<file path="src/rtl/uart_tx_frame.sv">
// Purpose: serialising UART transmitter that pops words from a TX FIFO and sends
//          start, WIDTH data bits LSB-first, parity and stop on one serial line.
// Latency/backpressure: start bit appears two cycles after the pop strobe; pops
//          only when the FIFO is non-empty and the line is idle or finishing a stop bit.
//
// Ports:
//   clk         system clock, rising edge
//   rst         synchronous active-high reset
//   fifo_empty  TX FIFO empty flag
//   fifo_rd_en  one-cycle FIFO pop strobe (combinational)
//   fifo_data   FIFO read data, valid the cycle after fifo_rd_en
//   tx_data     registered serial line, idles high
//   busy        high from LOAD through the last stop-bit cycle
//   tx_done     one-cycle pulse on the last stop-bit cycle
module uart_tx_frame #(
  parameter int WIDTH        = 8,
  parameter int CLKS_PER_BIT = 1,
  parameter bit PARITY_ODD   = 1'b0
) (
  input  logic             clk,
  input  logic             rst,
  input  logic             fifo_empty,
  output logic             fifo_rd_en,
  input  logic [WIDTH-1:0] fifo_data,
  output logic             tx_data,
  output logic             busy,
  output logic             tx_done
);

  localparam int BAUD_W = $clog2(CLKS_PER_BIT) + 1;
  localparam int BIT_W  = $clog2(WIDTH) + 1;
  localparam logic [BAUD_W-1:0] BAUD_LAST = BAUD_W'(CLKS_PER_BIT - 1);
  localparam logic [BIT_W-1:0]  BIT_LAST  = BIT_W'(WIDTH - 1);

  typedef enum logic [2:0] {
    S_IDLE,
    S_LOAD,
    S_START,
    S_DATA,
    S_PARITY,
    S_STOP
  } state_t;

  state_t            state, state_nxt;
  logic [BAUD_W-1:0] baud_cnt, baud_cnt_nxt;
  logic [BIT_W-1:0]  bit_cnt, bit_cnt_nxt;
  logic [WIDTH-1:0]  shift_reg, shift_nxt;
  logic              parity_bit, parity_nxt;
  logic              tx_nxt;
  logic              bit_end;

  // Last clock of the current bit period.
  assign bit_end = (baud_cnt == BAUD_LAST);

  assign busy = (state != S_IDLE) && !rst;

  always_ff @(posedge clk) begin
    if (rst) begin
      state      <= S_IDLE;
      baud_cnt   <= '0;
      bit_cnt    <= '0;
      shift_reg  <= '0;
      parity_bit <= 1'b0;
      tx_data    <= 1'b1;
    end else begin
      state      <= state_nxt;
      baud_cnt   <= baud_cnt_nxt;
      bit_cnt    <= bit_cnt_nxt;
      shift_reg  <= shift_nxt;
      parity_bit <= parity_nxt;
      tx_data    <= tx_nxt;
    end
  end

  always_comb begin
    state_nxt    = state;
    bit_cnt_nxt  = bit_cnt;
    shift_nxt    = shift_reg;
    parity_nxt   = parity_bit;
    fifo_rd_en   = 1'b0;
    tx_done      = 1'b0;
    baud_cnt_nxt = baud_cnt;
    tx_nxt       = 1'b1;

    case (state)
      S_IDLE: begin
        if (!fifo_empty) begin
          fifo_rd_en = 1'b1;
          state_nxt  = S_LOAD;
        end
      end
      S_LOAD: begin
        // FIFO read data is valid now, one cycle after the pop.
        shift_nxt   = fifo_data;
        parity_nxt  = (^fifo_data) ^ PARITY_ODD;
        bit_cnt_nxt = '0;
        state_nxt   = S_START;
      end
      S_START: begin
        if (bit_end) state_nxt = S_DATA;
      end
      S_DATA: begin
        if (bit_end) begin
          if (bit_cnt == BIT_LAST) begin
            state_nxt = S_PARITY;
          end else begin
            shift_nxt   = shift_reg >> 1;
            bit_cnt_nxt = bit_cnt + 1'b1;
          end
        end
      end
      S_PARITY: begin
        if (bit_end) state_nxt = S_STOP;
      end
      S_STOP: begin
        if (bit_end) begin
          tx_done = 1'b1;
          // Chain straight into the next frame so only LOAD separates them.
          if (!fifo_empty) begin
            fifo_rd_en = 1'b1;
            state_nxt  = S_LOAD;
          end else begin
            state_nxt = S_IDLE;
          end
        end
      end
      default: state_nxt = S_IDLE;
    endcase

    // Strobes stay quiet while reset is held, even mid-frame.
    if (rst) begin
      fifo_rd_en = 1'b0;
      tx_done    = 1'b0;
    end

    // Baud counter restarts on every state change and at each bit boundary.
    if ((state_nxt != state) || bit_end || (state == S_IDLE)) begin
      baud_cnt_nxt = '0;
    end else begin
      baud_cnt_nxt = baud_cnt + 1'b1;
    end

    // tx_data is registered, so it is computed from the state being entered.
    case (state_nxt)
      S_START:  tx_nxt = 1'b0;
      S_DATA:   tx_nxt = shift_nxt[0];
      S_PARITY: tx_nxt = parity_nxt;
      default:  tx_nxt = 1'b1;
    endcase
  end

endmodule

</file>
<file path="config.mk">
export PLATFORM = sky130hd
export DESIGN_NAME = uart_tx_frame
export DESIGN_NICKNAME = d
export VERILOG_FILES = /design/src/rtl/uart_tx_frame.sv
export SDC_FILE = /design/constraint.sdc
export NUM_CORES = 1
export LEC_CHECK = 0
export ABC_AREA = 1
export CAP_MARGIN = 20
export CELL_PAD_IN_SITES_DETAIL_PLACEMENT = 0
export CELL_PAD_IN_SITES_GLOBAL_PLACEMENT = 1
export CORE_UTILIZATION = 37
export DETAILED_ROUTE_END_ITERATION = 16
export HOLD_SLACK_MARGIN = 0.1
export PLACE_DENSITY_LB_ADDON = 0.1
export SYNTH_ARGS = -nofsm -noshare
export SYNTH_HDL_FRONTEND = slang
export SYNTH_SLANG_ARGS = --single-unit
</file>
<file path="constraint.sdc">
create_clock -name clk -period 1.9 [get_ports clk]
set_clock_uncertainty 0.2 [all_clocks]
set_input_delay 0.19 -clock clk [delete_from_list [all_inputs] [get_ports clk]]
set_output_delay 0.19 -clock clk [all_outputs]
set_load 0.02 [all_outputs]
</file>
==> results of run 1 <==
-- power groups by stage --
stage / logic (mW) / clock network, mW / registers (mW)
after global routing: 0.295 / 0.203 / 0.430
final: 0.264 / 0.185 / 0.427
after detailed placement: 0.257 / 0 / 0.433
after floorplan: 0.157 / 0 / 0.437
after global placement: 0.251 / 0 / 0.433
after CTS: 0.257 / 0.192 / 0.426
-- final cells by class --
class | count | area share
Sequential cell | 18 | 0.270
Multi-Input combinational cell | 116 | 0.449
Clock buffer | 3 | 0.0169
Timing Repair Buffer | 24 | 0.168
Tap cell | 30 | 0.0281
Inverter | 24 | 0.0693
-- routing by layer --
metal,share of wire,wire length (um),vias up
li1,-,-,564
met1,0.50,1200,455
met2,0.45,1080,24
met3,0.038,92,4
met4,0.012,28,0
met5,0,0,-
-- stage by stage --
step / utilization / instance area, sq um
after floorplan: - / 1040
after detailed placement: 0.492 / 1260
final: 0.520 / 1340
after CTS: 0.500 / 1280
after global placement: 0.492 / 1260
after global routing: 0.520 / 1340
-- cell families after synthesis --
logic type	synth area share
AND/OR/NAND/NOR	0.365
AO/OA/AOI/OAI	0.166
buffers and inverters	0.0994
flip-flops	0.345
XOR/XNOR	0.00838
adder cells (fa/ha/maj)	0.0120
other	0.00359
-- cell usage in the layout, fill, tap and decap left out, types with 2 or more instances in the layout --
cell type | synthesis | routed
dfxtp_1 | 18 | 18
nand3_1 | 6 | 6
nand2_4 | 2 | 2
nand2_1 | 57 | 57
nor2_4 | 3 | 3
inv_2 | 3 | 3
inv_1 | 20 | 20
a32oi_1 | 6 | 6
a21oi_2 | 2 | 2
nor2_1 | 11 | 10
buf_4 | 1 | 9
a21oi_1 | 13 | 13
o21ai_0 | 5 | 5
clkbuf_4 | 0 | 3
clkdlybuf4s50_1 | 0 | 11
nor2_2 | 1 | 2
-- worst paths after layout --
kind / slack, ns / start / end
max: 0.09 / state[2]$_SDFF_PP0_ / fifo_rd_en
min: 0.27 / shift_reg[5]$_SDFFE_PP0P_ / shift_reg[5]$_SDFFE_PP0P_
max reg2reg: 0.18 / bit_cnt[1]$_SDFFE_PP0P_ / tx_data$_SDFF_PP1_
min reg2reg: 0.27 / shift_reg[5]$_SDFFE_PP0P_ / shift_reg[5]$_SDFFE_PP0P_
-- worst register-to-register path, stage by stage (launching register included) --
cell	delay (ns)
dfxtp_1	0.34
ha_1	0.20
nand2_1	0.13
nor2_4	0.07
nor2_4	0.18
nand2_4	0.08
nand2_4	0.09
inv_4	0.06
nand2_1	0.08
nand3_1	0.08
nand2_1	0.06
nand2_1	0.05
-- what timing repair did --
action	CTS	global route
buffers inserted	0	3
gates resized for setup	7	4
pin swaps	0	2
endpoints found under the setup margin	3	4
==> results.json, run 1 <==
{
  "post-place-cells": 209,
  "switching_share": 0.325,
  "grt_use_met1": 0.217,
  "r2r_cells": 11,
  "critPathRequiredTime_ns": 1.51,
  "vias": 1047,
  "synth_commonest_cells": "nand2_1, inv_1, dfxtp_1, a21oi_1, nor2_1",
  "yosysTopAreaCell": "dfxtp_1",
  "synthCells": 160,
  "holdPathStages": 2,
  "fin_setup_tns_ns": 0,
  "h-tree-depth": 1,
  "first_pass_iters": 5,
  "worst_hold_path_type": "flip-flop to flip-flop",
  "multiInputGateArea_sq_um": 599,
  "syn_avg_cell_area_sq_um": 6.53,
  "yosysTopAreaCellShare": 0.345,
  "drive_above_1_share": 0.173,
  "end_kind": "primary output",
  "grt_overflow": 0,
  "antenna_left": 0,
  "area_growth_syn_to_layout_pct": 27.9,
  "fmax_mhz": 552,
  "fin_crit_sh": 0.954,
  "insertion_delay_ns": 0.29,
  "maxCapViolCount": 0,
  "grt_pass1_wl_mm": 3.67,
  "whs_ns": 0.270,
  "yosysSeqAreaShare": 0.345,
  "powerDensity_nw_per_um2": 656,
  "crit_cells": 5,
  "syn-num-nets": 172,
  "synth-edff-count": 0,
  "grt_antenna_before_repair": 0,
  "largest_reg_flops": 8,
  "seqPwrFrac": 0.487,
  "io_buffers": 14,
  "leakage_nw": 0.647,
  "finalPower_uw": 877,
  "ff_latch_area_sq_um": 360,
  "vdd_ir_drop_max_mv": 0.453,
  "clk_path_buf_depth": 2,
  "fp-row-count": 18,
  "die_w_um": 55.1,
  "internal_power_uw": 592,
  "critPathArrivalTime_ns": 1.42,
  "root_buffer": "clkbuf_4",
  "ys_types": 26,
  "coreArea_sq_um": 2570,
  "nets": 199,
  "outcome": "complete, no violations",
  "cts_tree": "built",
  "grt_start_max_net_pins": 12,
  "num_antenna_cells": 0,
  "combPwrFrac": 0.301,
  "synth_area_sq_um": 1040,
  "post-synth-top-count-cell": "nand2_1",
  "top_usage_layer": "met2",
  "final_cells": 215,
  "path_cells": "inv_1 > nor2_2 > nand4_1 > a21oi_1 > dlygate4sd2_1",
  "place_congestion": 0.796,
  "ys_ff_latch": 18,
  "cp_slowest_cell": "dfxtp_1",
  "via_per_inst": 4.87,
  "setup-violations-final": 0,
  "clkSinkCount": 18,
  "clk_pin_slew_ns": 0.09,
  "dpl.hpwl_mm": 1.87,
  "ys.flop_type": "dfxtp_1",
  "p_switching_uw": 285,
  "critPathMaxStageDelay_ns": 0.35,
  "die_h_um": 55.1,
  "cp_max_fo": 3,
  "final-max-slew-violation-count": 0,
  "critPathKind": "flip-flop to primary output",
  "holdBufCountCts": 0,
  "routedWlPerCell_um": 11.2,
  "yosysWarningCount": 0,
  "use_met2": 0.279,
  "pre_cts_slack_ns": -0.128,
  "startpoint_type": "flip-flop",
  "fillers": 259,
  "p_clk_frac": 0.211,
  "gr-usage-all-layers": 0.172,
  "synth_area_leaders": "dfxtp_1, nand2_1, inv_1, a21oi_1, a32oi_1",
  "cp_top_family": "buffers and inverters",
  "ios": 15,
  "grt_pass1_vias": 894,
  "die_area_sq_um": 3040,
  "floorplan.initialDensity": 0.407,
  "fin_crit_ns": 1.81,
  "setup_ws_ns": 0.0872,
  "synthArstFlopShare": 0,
  "finalHoldViolCount": 0,
  "drc": 0,
  "routed_wl_mm": 2.40,
  "first_iter_violations": 17,
  "cts_buffers": 3,
  "cp_num_buf_inv": 2,
  "gr-usage-met3": 0.0628
}
(Power assumes the default switching activity.)
==> run 2, diff against run 1 <==
- CORE_ASPECT_RATIO: unset -> 1.25
==> run 2 against run 1 <==
Sequential share of layout area up 1.1 points. Cell count up 0.47%. Wire length down 6.7%. Fmax up 4.0%. Register-to-register slack about the same. Largest cell class unchanged.
==> results.json, run 2 (synthesis results as in run 1) <==
{
  "coreArea_sq_um": 2680,
  "drc": 0,
  "area_growth_syn_to_layout_pct": 23.0,
  "path_cells": "inv_1 > nor2_1 > inv_1 > nor4_1 > clkbuf_2",
  "top_usage_layer": "met2",
  "root_buffer": "clkbuf_4",
  "maxCapViolCount": 0,
  "gr-usage-all-layers": 0.159,
  "ios": 15,
  "r2r_start": "bit_cnt[0]$_SDFFE_PP0P_",
  "place_congestion": 0.833,
  "cp_max_fo": 3,
  "critPathRequiredTime_ns": 1.51,
  "grt_antenna_before_repair": 0,
  "floorplan.initialDensity": 0.390,
  "finalPower_uw": 855,
  "die_w_um": 49.5,
  "fp-row-count": 21,
  "grt_start_max_net_pins": 12,
  "via_per_inst": 4.84,
  "pre_cts_slack_ns": -0.0187,
  "cts_buffers": 3,
  "use_met2": 0.324,
  "r2r-end": "tx_data$_SDFF_PP1_",
  "powerDensity_nw_per_um2": 665,
  "grt_use_met1": 0.168,
  "rsz0062_at_grt": "false",
  "fin_crit_sh": 0.918,
  "whs_endpoint": "shift_reg[4]$_SDFFE_PP0P_",
  "setup_ws_ns": 0.156,
  "dpl.hpwl_mm": 1.81,
  "end_kind": "primary output",
  "cts_tree": "built",
  "holdPathStages": 2,
  "die_h_um": 61.4,
  "vdd_ir_drop_max_mv": 0.472,
  "die_area_sq_um": 3040,
  "fillers": 297,
  "nets": 196,
  "crit_top_cell": "inv_1",
  "critPathKind": "flip-flop to primary output",
  "outcome": "complete, no violations",
  "clk_path_buf_depth": 2,
  "cp_slowest_cell": "dfxtp_1",
  "clkSinkCount": 18,
  "rrSetupSlack_ns": 0.17,
  "fmax_mhz": 574,
  "worst_hold_path_type": "flip-flop to flip-flop",
  "holdBufCountCts": 0,
  "first_iter_violations": 6,
  "vias": 1046,
  "insertion_delay_ns": 0.28,
  "postLayoutCoreUtil": 0.479,
  "largest_reg_flops": 8,
  "final_common_cell": "nand2_1",
  "routedWlPerCell_um": 10.4,
  "critPathArrivalTime_ns": 1.35,
  "first_pass_iters": 4,
  "drive_above_1_share": 0.148,
  "fin_crit_ns": 1.74,
  "finalHoldViolCount": 0,
  "hold_start": "shift_reg[4]$_SDFFE_PP0P_",
  "critPathMaxStageDelay_ns": 0.36,
  "io_buffers": 14,
  "grt_pass1_vias": 932,
  "whs_ns": 0.268,
  "antenna_left": 0,
  "routed_wl_mm": 2.24,
  "startpoint_type": "flip-flop",
  "gr-usage-met3": 0.0148,
  "grt_pass1_wl_mm": 3.71,
  "layout_common_cells": "nand2_1, inv_1, dfxtp_1",
  "leakage_nw": 0.612,
  "final-max-slew-violation-count": 0,
  "num_antenna_cells": 0,
  "r2r_cells": 9,
  "setup-violations-final": 0,
  "h-tree-depth": 1,
  "grt_overflow": 0,
  "clk_pin_slew_ns": 0.10
}
## run 2: where the power goes
part	internal [mW]	switching, mW
Clock	0.0736	0.107
Sequential	0.407	0.0220
Combinational	0.101	0.144
## run 2: what timing repair did
item | 4_1_cts | 5_1_grt
cloned | 0 | 0
setup buffers | 0 | 1
pin swaps | 0 | 1
resized for setup | 3 | 6
endpoints found under the setup margin | 3 | 3
## run 2: how the worst max path moves through the flow
stage / startpoint / endpoint / slack [ns] / cells after the start
finish: state[2]$_SDFF_PP0_ / tx_done / 0.16 / 5
global placement: fifo_empty / fifo_rd_en / 0.004 / 5
detailed placement: fifo_empty / fifo_rd_en / -0.02 / 5
global route: bit_cnt[0]$_SDFFE_PP0P_ / tx_data$_SDFF_PP1_ / 0.01 / 9
floorplan: state[1]$_SDFF_PP0_ / tx_done / 0.31 / 3
CTS: state[0]$_SDFF_PP0_ / fifo_rd_en / 0.009 / 4
## run 2: cell type report
cell class | count | area (sq um) | area share
well taps | 34 | 42.5 | 0.0331
clock buffers | 3 | 22.5 | 0.0175
flip-flops and latches | 18 | 360 | 0.280
repair buffers | 21 | 181 | 0.141
inverters | 24 | 92.6 | 0.0721
multi-input cells | 116 | 586 | 0.456
## run 2: routing by layer
| metal | vias up | share of wire |
|---|---|---|
| met5 | - | 0 |
| met4 | 0 | 0.014 |
| li1 | 560 | - |
| met3 | 4 | 0.022 |
| met2 | 12 | 0.52 |
| met1 | 470 | 0.44 |
## run 2: worst max-delay path: cells and delay by family, from the launching register on
| family | cells | cell delay, ns |
|---|---|---|
| AND/OR/NAND/NOR | 2 | 0.32 |
| flip-flops | 1 | 0.36 |
| buffers and inverters | 3 | 0.38 |
## run 2: stage by stage
step,area (sq um),instances,TNS [ns]
2_1_floorplan,1040,160,0
4_1_cts,1280,215,0
6_report,1280,216,0
3_5_place_dp,1260,212,-0.0276
3_3_place_gp,1260,212,0
5_1_grt,1280,216,0
